<file path="src/rtl/axi4_master_bridge.sv">
// Single-outstanding AXI4 master: turns core memory requests into AXI4 read
// bursts or single-beat writes and returns one registered response per beat.
module axi4_master_bridge #(
    parameter int ID_W   = 4,
    parameter int ADDR_W = 32,
    parameter int DATA_W = 32
) (
    input  logic                  clock,
    input  logic                  reset,
    input  logic                  req_valid,
    output logic                  req_ready,
    input  logic                  req_wen,
    input  logic [ADDR_W-1:0]     req_addr,
    input  logic [7:0]            req_len,
    input  logic [DATA_W-1:0]     req_wdata,
    input  logic [DATA_W/8-1:0]   req_wstrb,
    output logic                  resp_valid,
    input  logic                  resp_ready,
    output logic [DATA_W-1:0]     resp_rdata,
    output logic                  resp_last,
    output logic                  resp_err,
    output logic                  awvalid,
    input  logic                  awready,
    output logic [ADDR_W-1:0]     awaddr,
    output logic [ID_W-1:0]       awid,
    output logic [7:0]            awlen,
    output logic [2:0]            awsize,
    output logic [1:0]            awburst,
    output logic                  wvalid,
    input  logic                  wready,
    output logic [DATA_W-1:0]     wdata,
    output logic [DATA_W/8-1:0]   wstrb,
    output logic                  wlast,
    input  logic                  bvalid,
    output logic                  bready,
    input  logic [1:0]            bresp,
    output logic                  arvalid,
    input  logic                  arready,
    output logic [ADDR_W-1:0]     araddr,
    output logic [ID_W-1:0]       arid,
    output logic [7:0]            arlen,
    output logic [2:0]            arsize,
    output logic [1:0]            arburst,
    input  logic                  rvalid,
    output logic                  rready,
    input  logic [DATA_W-1:0]     rdata,
    input  logic [1:0]            rresp,
    input  logic                  rlast
);

    typedef enum logic [2:0] {
        S_IDLE,
        S_RD_ADDR,
        S_RD_DATA,
        S_WR_REQ,
        S_WR_RESP
    } state_t;

    state_t                r_state;
    logic [ADDR_W-1:0]     r_addr;
    logic [7:0]            r_len;
    logic [7:0]            r_cnt;
    logic [DATA_W-1:0]     r_wdata;
    logic [DATA_W/8-1:0]   r_wstrb;
    logic                  r_arvalid;
    logic                  r_awvalid;
    logic                  r_wvalid;
    logic                  r_aw_done;
    logic                  r_w_done;
    logic                  r_resp_valid;
    logic [DATA_W-1:0]     r_resp_rdata;
    logic                  r_resp_last;
    logic                  r_resp_err;

    logic w_req_hs;
    logic w_rready;
    logic w_r_hs;
    logic w_aw_hs;
    logic w_w_hs;
    logic w_resp_accept;
    logic w_last_beat;

    assign req_ready     = (r_state == S_IDLE) && !r_resp_valid;
    assign w_req_hs      = req_valid && req_ready;
    // A new beat may only enter the output register when it is empty or being drained.
    assign w_rready      = (r_state == S_RD_DATA) && (!r_resp_valid || resp_ready);
    assign w_r_hs        = rvalid && w_rready;
    assign w_aw_hs       = r_awvalid && awready;
    assign w_w_hs        = r_wvalid && wready;
    assign w_resp_accept = r_resp_valid && resp_ready;
    assign w_last_beat   = (r_cnt == r_len);

    assign resp_valid = r_resp_valid;
    assign resp_rdata = r_resp_rdata;
    assign resp_last  = r_resp_last;
    assign resp_err   = r_resp_err;

    assign awvalid = r_awvalid;
    assign awaddr  = r_addr;
    assign awid    = '0;
    assign awlen   = 8'd0;
    assign awsize  = 3'b010;
    assign awburst = 2'b01;
    assign wvalid  = r_wvalid;
    assign wdata   = r_wdata;
    assign wstrb   = r_wstrb;
    assign wlast   = 1'b1;
    assign bready  = (r_state == S_WR_RESP);
    assign arvalid = r_arvalid;
    assign araddr  = r_addr;
    assign arid    = '0;
    assign arlen   = r_len;
    assign arsize  = 3'b010;
    assign arburst = 2'b01;
    assign rready  = w_rready;

    // Beat counter, not rlast, decides when a burst ends; a wrong rlast is only reported.
    always_ff @(posedge clock) begin
        if (reset) begin
            r_state      <= S_IDLE;
            r_addr       <= '0;
            r_len        <= 8'd0;
            r_cnt        <= 8'd0;
            r_wdata      <= '0;
            r_wstrb      <= '0;
            r_arvalid    <= 1'b0;
            r_awvalid    <= 1'b0;
            r_wvalid     <= 1'b0;
            r_aw_done    <= 1'b0;
            r_w_done     <= 1'b0;
            r_resp_valid <= 1'b0;
            r_resp_rdata <= '0;
            r_resp_last  <= 1'b0;
            r_resp_err   <= 1'b0;
        end else begin
            if (w_resp_accept) begin
                r_resp_valid <= 1'b0;
            end
            case (r_state)
                S_IDLE: begin
                    if (w_req_hs) begin
                        r_addr <= req_addr;
                        if (req_wen) begin
                            r_wdata   <= req_wdata;
                            r_wstrb   <= req_wstrb;
                            r_awvalid <= 1'b1;
                            r_wvalid  <= 1'b1;
                            r_aw_done <= 1'b0;
                            r_w_done  <= 1'b0;
                            r_state   <= S_WR_REQ;
                        end else begin
                            r_len     <= req_len;
                            r_cnt     <= 8'd0;
                            r_arvalid <= 1'b1;
                            r_state   <= S_RD_ADDR;
                        end
                    end
                end
                S_RD_ADDR: begin
                    if (r_arvalid && arready) begin
                        r_arvalid <= 1'b0;
                        r_state   <= S_RD_DATA;
                    end
                end
                S_RD_DATA: begin
                    if (w_r_hs) begin
                        r_resp_valid <= 1'b1;
                        r_resp_rdata <= rdata;
                        r_resp_last  <= w_last_beat;
                        r_resp_err   <= (rresp != 2'b00) || (rlast != w_last_beat);
                        r_cnt        <= r_cnt + 8'd1;
                        if (w_last_beat) begin
                            r_state <= S_IDLE;
                        end
                    end
                end
                S_WR_REQ: begin
                    if (w_aw_hs) begin
                        r_awvalid <= 1'b0;
                        r_aw_done <= 1'b1;
                    end
                    if (w_w_hs) begin
                        r_wvalid <= 1'b0;
                        r_w_done <= 1'b1;
                    end
                    if ((r_aw_done || w_aw_hs) && (r_w_done || w_w_hs)) begin
                        r_state <= S_WR_RESP;
                    end
                end
                S_WR_RESP: begin
                    if (bvalid) begin
                        r_resp_valid <= 1'b1;
                        r_resp_rdata <= '0;
                        r_resp_last  <= 1'b1;
                        r_resp_err   <= (bresp != 2'b00);
                        r_state      <= S_IDLE;
                    end
                end
                default: r_state <= S_IDLE;
            endcase
        end
    end

endmodule

</file>
<file path="config.mk">
export PLATFORM = sky130hd
export DESIGN_NAME = axi4_master_bridge
export DESIGN_NICKNAME = d
export VERILOG_FILES = /design/src/rtl/axi4_master_bridge.sv
export SDC_FILE = /design/constraint.sdc
export NUM_CORES = 1
export LEC_CHECK = 0
export BUFFER_PORTS_ARGS = -buffer_cell sky130_fd_sc_hd__buf_2
export CAP_MARGIN = 10
export CORE_MARGIN = 3
export CORE_UTILIZATION = 30
export DETAILED_ROUTE_END_ITERATION = 10
export PLACE_DENSITY = 0.67
export SETUP_SLACK_MARGIN = 0.4
export SYNTH_ARGS = -nofsm -noshare
export SYNTH_HDL_FRONTEND = slang
export SYNTH_SLANG_ARGS = --single-unit
</file>
<file path="constraint.sdc">
create_clock -name clock -period 2.2 [get_ports clock]
set_input_delay 0 -clock clock [delete_from_list [all_inputs] [get_ports clock]]
set_output_delay 0 -clock clock [all_outputs]
set_load 0.02 [all_outputs]
</file>
==> metrics.csv <==
metric,value,unit
H-Tree Depth,4,
synth warn,0,
post-synthesis cell type count,46,
Final Core Density,49.3,%
Worst path max stage delay,0.49,ns
vias in the first global route,5239,
first-pass GRT wire length,27000,um
slew margin rel.,51.8,%
die width,138,um
endpoints failing hold,0,
Clock Power Share,38.5,%
cell taking the most area after synthesis,dfxtp_1,
via count,5575,
clock sinks,127,
power share of the combinational group,25.6,%
drt total wl,17400,um
Sequential Power Share,35.9,%
status,"complete, no violations",
Nets,1106,
net load switching power,2.35,mW
Synth Flop Type,dfxtp_1,
setup slack after layout,0.444,ns
DP Worst Slack,0.433,ns
layout cells sized above 1,34.1,%
area fraction of the dominant cell type after synthesis,48.6,%
Area Overhead vs Synth,58.5,%
max_cap viols,0,
GRT Total Usage,17.3,%
core area,16800,um^2
largest net degree at the start of global routing,67,
PwrDens,897,nW/um^2
register area share after synthesis,48.6,%
filler instances,1548,
Post-synth EDFFs,0,
Starting Density,31.1,%
number of top-level pins,299,
Slew Limit Fails,0,
Worst path slowest cell,or4_1,
drt initial violations,243,
clk_lat worst skew,0.41,ns
asr flop ratio synth,0,%
Slew @ Worst Pin,0.723,ns
cell with the most instances after synthesis,nand2_1,
Worst Path Arrival,2.09,ns
Die H,138,um
critical-path cell list,"buf_6, nor3b_4, a31oi_4, buf_2, or4_1, a21oi_1",
FMAX,569,MHz
TNS Setup,0,ns
Worst-path clk slew,0.06,ns
Clock Skew,0.0100,ns
drt pass-1 iters,8,
minimum clock period,1.76,ns
Post-Synthesis Cells,629,
unrepaired setup endpoints after global routing,true,
gp weighted congestion,0.871,
crit end category,flop,
Mapped Area,5230,um^2
setup violators final,0,
leading post-synthesis cells by cell area,"dfxtp_1, nand2_1, a21oi_1",
initial antenna violation count,2,
Root Buffer Master,clkbuf_16,
CTS tree,yes,
DRC Markers,0,
CTS buffer count,17,
Worst Hold Class,primary input to flop,
Wirelength per Cell,14.3,um
DRT antenna net count,0,
FF/Latch Area,2540,um^2
switching part of the total,31.7,%
#FFs+latches synth,127,
total grt overflow,0,
CTS Buffer Depth,2,
Internal,5.08,mW
port buffer count,271,
row count,47,
"Avg Cell Area, Syn",8.31,um^2
die footprint,19000,um^2
worst vdd ir,574,uV
kind of critical path,flop to flop,
Worst EP required,2.53,ns
DP Wirelength,11100,um
Post-synth top cells,"nand2_1, dfxtp_1, a21oi_1",
area of the multi-input gates,2150,um^2
via density per instance,4.58,
CP max FO,7,
Pleak,3.80,nW
CP startpoint kind,flop,
final period utilization,79.8,%
## stage by stage
step	total power, mW	cell area [um^2]	hold WS (ns)	cells
final	7.43	8290	0.0417	1217
after global routing	7.82	8280	0.0665	1216
after CTS	7.44	8190	0.0247	1206
after detailed placement	4.37	6430	0.245	1059
after global placement	4.35	6430	0.241	1059
after floorplan	3.90	5320	0.136	654
## layer usage
metal,routed length (um),global-route usage (%),up-vias
li1,-,-,2744
met1,6760,19.0,2535
met2,8790,30.0,258
met3,1410,6.49,36
met4,452,7.23,2
met5,11,0,-
## worst max-delay path: cells and delay by family, from the launching register on
family | cells | cell delay, ns
AND/OR/NAND/NOR | 2 | 0.78
flip-flops | 1 | 0.32
buffers and inverters | 2 | 0.30
AO/OA/AOI/OAI | 2 | 0.28
## state kept, by name, summed over array words and instances (netlist names), 3 cells and up
signal and flops:
resp_rdata 32, arlen 8, wdata 32, r_cnt 8, wstrb 4, r_state 3, araddr 32
## layout by cell type, fill, tap and decap left out, types with 4 or more instances in the layout
cell	netlist	final
a21oi_1	92	91
dfxtp_1	127	125
a31oi_1	4	4
clkbuf_16	0	17
conb_1	2	27
dlygate4sd3_1	0	115
inv_1	5	5
o31ai_1	7	7
nand2_1	159	159
buf_2	16	272
nor2_1	39	38
o21ai_0	5	5
xnor2_1	8	8
buf_4	59	16
nand3_1	5	5
a22oi_1	33	33
clkinvlp_4	0	5
nand4_1	4	4
or4_1	6	6
## layout make-up
cell class	instances	area share, %
clock buffers	19	5.35
flip-flops and latches	127	30.7
well taps	220	3.32
inverters	5	0.227
multi-input cells	424	25.9
clock inverters	13	1.98
diodes	2	0.0604
repair buffers	407	32.4
## worst paths after layout
kind / slack [ns] / endpoint / from / cells past startpoint
max: 0.44 / r_cnt[5] / r_state[1] / 6
min: 0.04 / r_state[1] / rvalid / 4
max reg2reg: 0.44 / r_cnt[5] / r_state[1] / 6
min reg2reg: 0.45 / wstrb[0] / wstrb[0] / 2
## kinds of logic after synthesis
logic type / count (synthesis) / share of synthesized area (%)
adder cells (fa/ha/maj): 1 / 0.239
flip-flops: 127 / 48.6
buffers and inverters: 103 / 12.3
other: 2 / 0.144
XOR/XNOR: 8 / 1.34
AND/OR/NAND/NOR: 240 / 20.3
AO/OA/AOI/OAI: 148 / 17.0
## power by group through the flow
stage / Sequential, mW / Combinational, mW / Clock [mW]
final: 2.67 / 1.90 / 2.86
after global placement: 2.70 / 1.65 / 0
after CTS: 2.66 / 1.82 / 2.95
after detailed placement: 2.71 / 1.66 / 0
after global routing: 2.69 / 2.07 / 3.06
after floorplan: 2.93 / 0.977 / 0
## repair_timing
action	4_1_cts	5_1_grt
hold buffers	115	0
gates resized for setup	0	9
setup buffers	0	9
hold endpoints to repair	117	0
endpoints found under the setup margin	0	39
Power figures use the tool's default switching activity.
